**config.mk**
```make
export PLATFORM = sky130hd
export DESIGN_NAME = model_transformer_matrix_receiver
export DESIGN_NICKNAME = d
export VERILOG_FILES = /design/src/rtl/model_transformer_matrix_receiver.sv
export SDC_FILE = /design/constraint.sdc
export NUM_CORES = 2
export LEC_CHECK = 0
export ABC_AREA = 1
export ABC_CLOCK_PERIOD_IN_PS = 11600
export CAP_MARGIN = 30
export CORE_UTILIZATION = 58
export DETAILED_ROUTE_END_ITERATION = 8
export GPL_ROUTABILITY_DRIVEN = 0
export PLACE_DENSITY = 0.76
export SLEW_MARGIN = 5
export SYNTH_ARGS = -nofsm -noshare
export SYNTH_HDL_FRONTEND = slang
export SYNTH_SLANG_ARGS = --single-unit
```
**constraint.sdc**
```tcl
create_clock -name CLK -period 11.6 [get_ports CLK]
set_clock_uncertainty 0.05 [all_clocks]
set_input_delay 2.32 -clock CLK [delete_from_list [all_inputs] [get_ports CLK]]
set_output_delay 2.32 -clock CLK [all_outputs]
set_load 0.01 [all_outputs]
```
**src/rtl/model_transformer_matrix_receiver.sv**
```systemverilog
// Receives an L x X matrix one element at a time using a request/strobe handshake.
// Accepted elements are stored in a row-major buffer, summed, and can be read back by index.
module model_transformer_matrix_receiver #(
    parameter int DATA_SIZE = 64,
    parameter int L_MAX     = 4,
    parameter int X_MAX     = 4
) (
    input  logic                 CLK,
    input  logic                 RST,
    input  logic                 START,
    output logic                 READY,
    output logic                 ERROR,
    input  logic [DATA_SIZE-1:0] SIZE_L_IN,
    input  logic [DATA_SIZE-1:0] SIZE_X_IN,
    input  logic [DATA_SIZE-1:0] DATA_IN,
    input  logic                 DATA_IN_L_ENABLE,
    input  logic                 DATA_IN_X_ENABLE,
    output logic                 DATA_OUT_L_ENABLE,
    output logic                 DATA_OUT_X_ENABLE,
    output logic [DATA_SIZE-1:0] SUM_OUT,
    input  logic [DATA_SIZE-1:0] RD_L,
    input  logic [DATA_SIZE-1:0] RD_X,
    output logic [DATA_SIZE-1:0] RD_DATA
);

    localparam int DEPTH = L_MAX * X_MAX;
    localparam int AW    = (DEPTH > 1) ? $clog2(DEPTH) : 1;
    localparam int IW    = (L_MAX > 1) ? $clog2(L_MAX) : 1;
    localparam int JW    = (X_MAX > 1) ? $clog2(X_MAX) : 1;

    typedef enum logic [1:0] {
        IDLE,
        REQUEST,
        WAIT_ELEMENT,
        ENDER
    } state_t;

    state_t               state;
    logic [DATA_SIZE-1:0] size_l;
    logic [DATA_SIZE-1:0] size_x;
    logic [IW-1:0]        row_idx;
    logic [JW-1:0]        col_idx;
    logic [DATA_SIZE-1:0] buffer [DEPTH];

    logic                 size_bad;
    logic                 last_col;
    logic                 last_row;
    logic                 marker_bad;
    logic                 accept;
    logic                 rd_in_range;
    logic [AW-1:0]        wr_addr;
    logic [AW-1:0]        rd_addr;

    assign size_bad = (SIZE_L_IN == '0) || (SIZE_X_IN == '0) ||
                      (SIZE_L_IN > DATA_SIZE'(L_MAX)) || (SIZE_X_IN > DATA_SIZE'(X_MAX));

    assign last_col   = (DATA_SIZE'(col_idx) == size_x - DATA_SIZE'(1));
    assign last_row   = (DATA_SIZE'(row_idx) == size_l - DATA_SIZE'(1));
    assign marker_bad = (DATA_IN_L_ENABLE != (col_idx == '0));
    assign accept     = (state == WAIT_ELEMENT) && DATA_IN_X_ENABLE;

    // Buffer rows are X_MAX apart regardless of the active X, so readback indexing is fixed.
    assign wr_addr     = AW'(row_idx) * AW'(X_MAX) + AW'(col_idx);
    assign rd_in_range = (RD_L < DATA_SIZE'(L_MAX)) && (RD_X < DATA_SIZE'(X_MAX));
    assign rd_addr     = AW'(RD_L) * AW'(X_MAX) + AW'(RD_X);

    always_ff @(posedge CLK) begin
        if (accept) begin
            buffer[wr_addr] <= DATA_IN;
        end
    end

    always_ff @(posedge CLK or posedge RST) begin
        if (RST) begin
            RD_DATA <= '0;
        end else begin
            RD_DATA <= rd_in_range ? buffer[rd_addr] : '0;
        end
    end

    always_ff @(posedge CLK or posedge RST) begin
        if (RST) begin
            state             <= IDLE;
            READY             <= 1'b0;
            ERROR             <= 1'b0;
            DATA_OUT_L_ENABLE <= 1'b0;
            DATA_OUT_X_ENABLE <= 1'b0;
            SUM_OUT           <= '0;
            size_l            <= '0;
            size_x            <= '0;
            row_idx           <= '0;
            col_idx           <= '0;
        end else begin
            READY             <= 1'b0;
            DATA_OUT_L_ENABLE <= 1'b0;
            DATA_OUT_X_ENABLE <= 1'b0;
            case (state)
                IDLE: begin
                    if (START) begin
                        size_l  <= SIZE_L_IN;
                        size_x  <= SIZE_X_IN;
                        SUM_OUT <= '0;
                        row_idx <= '0;
                        col_idx <= '0;
                        if (size_bad) begin
                            ERROR <= 1'b1;
                            READY <= 1'b1;
                        end else begin
                            ERROR <= 1'b0;
                            state <= REQUEST;
                        end
                    end
                end
                REQUEST: begin
                    if (DATA_IN_X_ENABLE) begin
                        ERROR <= 1'b1;
                    end
                    DATA_OUT_L_ENABLE <= 1'b1;
                    DATA_OUT_X_ENABLE <= 1'b1;
                    state             <= WAIT_ELEMENT;
                end
                WAIT_ELEMENT: begin
                    // No request is re-issued while waiting; the source may stall indefinitely.
                    if (DATA_IN_X_ENABLE) begin
                        SUM_OUT <= SUM_OUT + DATA_IN;
                        if (marker_bad) begin
                            ERROR <= 1'b1;
                        end
                        if (!last_col) begin
                            col_idx           <= col_idx + JW'(1);
                            DATA_OUT_X_ENABLE <= 1'b1;
                        end else if (!last_row) begin
                            row_idx           <= row_idx + IW'(1);
                            col_idx           <= '0;
                            DATA_OUT_L_ENABLE <= 1'b1;
                            DATA_OUT_X_ENABLE <= 1'b1;
                        end else begin
                            state <= ENDER;
                        end
                    end
                end
                ENDER: begin
                    READY <= 1'b1;
                    state <= IDLE;
                end
                default: state <= IDLE;
            endcase
        end
    end

endmodule

```
==> results.cfg <==
[outcome]
status = finished clean

[power_and_ir_drop]
p_total_mw = 12.0
power.leakage_nw = 25.8
power.density_nw_per_um2 = 173
vdd_drop_max_uv = 129

[grt]
antenna_found_initial = 14
grt_pass1_vias = 45500
grt_pass1_wl_um = 269000
grt-ovfl-total = 0
use_met1 = 0.453
met3_usage = 0.0769
track_usage = 0.348
grt_busiest_layer = met2
grt.met2_usage = 0.552
grt_start_max_net_pins = 223

[layout]
nets = 6589
design_area_um2 = 69400
area_growth_pct = 17.6
drive_gt1_frac = 0.0625
fin_cells = 7647
final_util = 0.691

[route]
via_count = 47400
routedWlPerCell_um = 23.7
drt_first_pass_iters = 7
wl_um = 181000
drcViolationCount = 0
first_iter_violations = 5829
avgViaCountPerCell = 6.20
drtAntennaViolNets = 0

[yosys]
ys_types = 48
post_synth_inst_count = 5779
yosysWarnings = 0
synthesis.area_um2 = 59100
syn_area_per_cell_um2 = 10.2
synthFlopType = edfxtp_1
async_flop_share = 0.206
synth-seq-cells = 1290
syn-num-nets = 6184
synth_edf_count = 1024
ys_seq_area_frac = 0.633

[floorplan]
row_count = 116
die_y_um = 321
die-area_um2 = 103000
ioPinCount = 457
core-area_um2 = 100000
die_w_um = 321
start_util = 0.588

[worst_setup_path]
path_cells = clkdlybuf4s50_1 > ha_1 > nand3_1 > nand2_1 > a21oi_1 > o21ai_0 > a21oi_1 > o21ai_0 > a21oi_1 > or2_2 > nand3_1 > nand2_1
critPathMostFrequentCell = a21oi_1
cp_slowest_stage_delay_ns = 0.75
cp_max_fo = 17
startpoint_type = input pin
crit_type = in -> reg
slowest_stage = clkdlybuf4s50_1
worstPathRequired_ns = 12.18
worstSetupEndpointType = register
critPathArrivalTime_ns = 5.76

[timing]
fmax_mhz = 193
final-max-slew-violation-count = 0
fin_crit_ns = 5.18
finalWorstSetupSlack_ns = 6.42
whs_ns = 0.473
final_hold_viol_count = 0
slew_headroom = 0.267
setup_viol_count_final = 0
period_share = 0.447
setup_tns_ns = 0
worstMarginPinSlew_ns = 1.10
grt_setup_unrepaired = no

[clock_network]
cts_buffers = 131
h-tree-depth = 4
cts_setup_buffers = 0
clock_latency_ns = 0.75
cts_buffer_depth = 3
post_cts_resized = 0
numClockSinks = 1290
root_buffer = clkbuf_16
cts_tree = yes
clkTransAtPathRegs_ns = 0.06
cts_hold_buf = 0

[placed_design]
place_ws_ns = 5.78
portBuffers = 456
placed_area_um2 = 65200
hpwl_um = 112000
placed_cells = 7406

[run]
cap_viol_max_count = 0

[hold_path]
hp-class = reg -> reg
==> layer usage <==
layer  wire length, um  vias to the layer above  share of wire
li1                  -                    21300              -
met1             66700                    22700           0.37
met2             83900                     2996           0.46
met3             21400                      501           0.12
met4              9200                       12          0.051
met5                79                        -        0.00044
==> worst max-delay path: cells and delay by family <==
kind | cells | cell delay [ns]
and+or+nand+nor | 5 | 0.68
adders and majority gates | 1 | 0.56
AOI/OAI and AO/OA | 5 | 1.46
buffers and inverters | 1 | 0.75
==> path summary, 6_finish.rpt <==
kind | from | endpoint | slack (ns) | cells past startpoint
worst min-delay path | SUM_OUT[16] | SUM_OUT[16] | 0.47 | 2
max in group asynchronous | RST | size_x[52] | 7.51 | 5
worst min register to register | SUM_OUT[16] | SUM_OUT[16] | 0.47 | 2
worst max-delay path | DATA_IN[3] | SUM_OUT[38] | 6.42 | 12
worst max register to register | state[0] | buffer[12][37] | 7.55 | 7
min in group asynchronous | RST | RD_DATA[39] | 2.13 | 2
==> report_power, final <==
part | internal (mW) | total [mW] | switching [mW] | leakage (nW)
clock | 2.39 | 4.16 | 1.77 | 2.06
combinational | 0.855 | 2.49 | 1.63 | 11.2
sequential | 5.23 | 5.39 | 0.169 | 12.5
total | 8.47 | 12.0 | 3.57 | 25.8
==> sequential cells by signal, indices dropped and copies added, names as in the netlist <==
signal	count
buffer	1024
RD_DATA	64
SUM_OUT	64
size_l	64
size_x	64
col_idx	2
row_idx	2
state	2
DATA_OUT_L_ENABLE	1
DATA_OUT_X_ENABLE	1
ERROR	1
READY	1
==> synthesized netlist by cell type, types with 2 or more instances <==
cell type,count,area share
a31oi_1,6,0.00064
edfxtp_1,1024,0.52
a32o_1,6,0.0010
nor2_2,20,0.0021
xnor2_1,5,0.00074
o31ai_1,3,0.00038
nor3_1,90,0.0076
nor2_8,3,0.0010
inv_2,7,0.00044
nor2_1,662,0.042
dfrtp_1,266,0.11
inv_1,351,0.022
o21ai_1,9,0.00076
a21oi_1,727,0.062
o221ai_1,4,0.00059
nand2_2,18,0.0019
nand2_4,4,0.00076
nor4_1,55,0.0058
xor2_1,20,0.0030
nor2_4,18,0.0034
mux2_2,15,0.0029
nand4_1,37,0.0039
or2_2,10,0.0011
a21o_1,3,0.00038
o211ai_1,3,0.00038
nand2_1,1389,0.088
o21ai_0,181,0.015
nand3_2,4,0.00068
nand3b_1,18,0.0023
or2_0,2,0.00021
a221oi_1,191,0.028
ha_1,79,0.017
o21bai_1,7,0.00089
o21a_1,2,0.00025
and2_1,4,0.00042
a221o_1,63,0.011
o2111ai_1,2,0.00030
a211oi_1,64,0.0081
a22o_1,2,0.00030
buf_1,30,0.0019
clkbuf_1,225,0.014
nand3_1,144,0.012
==> cell type report <==
cell class | instances | area [um^2]
Inverter | 359 | 1370
Timing Repair Buffer | 528 | 5250
Tap cell | 1357 | 1700
Clock inverter | 67 | 567
Clock buffer | 167 | 3620
Sequential cell | 1290 | 37400
Multi-Input combinational cell | 3874 | 19500
Antenna cell | 5 | 12.5
Fill cell | 7533 | 31000
==> kinds of logic (layout without fill, tap and decap cells) <==
logic type	Yosys count	count (layout)	synth area share
other	0	5	0
xor gates and xnor gates	25	25	0.00371
and+or+nand+nor	2479	2479	0.174
adders and majority gates	80	80	0.0171
muxes	15	15	0.00286
buffers and inverters	615	1121	0.0391
DFF	1290	1290	0.633
AOI/OAI and AO/OA	1275	1275	0.130
==> cell usage in the layout, fill, tap and decap left out, types with 21 or more instances in the layout <==
| master | count |
|---|---|
| ha_1 | 78 |
| clkbuf_16 | 136 |
| edfxtp_1 | 1024 |
| nand3_1 | 144 |
| nor2_1 | 649 |
| clkinv_2 | 26 |
| inv_1 | 348 |
| a21oi_1 | 727 |
| nor2_4 | 31 |
| clkdlybuf4s50_1 | 454 |
| a221o_1 | 63 |
| nor3_1 | 86 |
| dfrtp_1 | 266 |
| nand4_1 | 37 |
| nor4_1 | 55 |
| clkbuf_1 | 21 |
| a221oi_1 | 191 |
| buf_4 | 63 |
| a211oi_1 | 64 |
| o21ai_0 | 181 |
| nand2_1 | 1387 |
No activity file was read; power rests on OpenSTA's default activity.
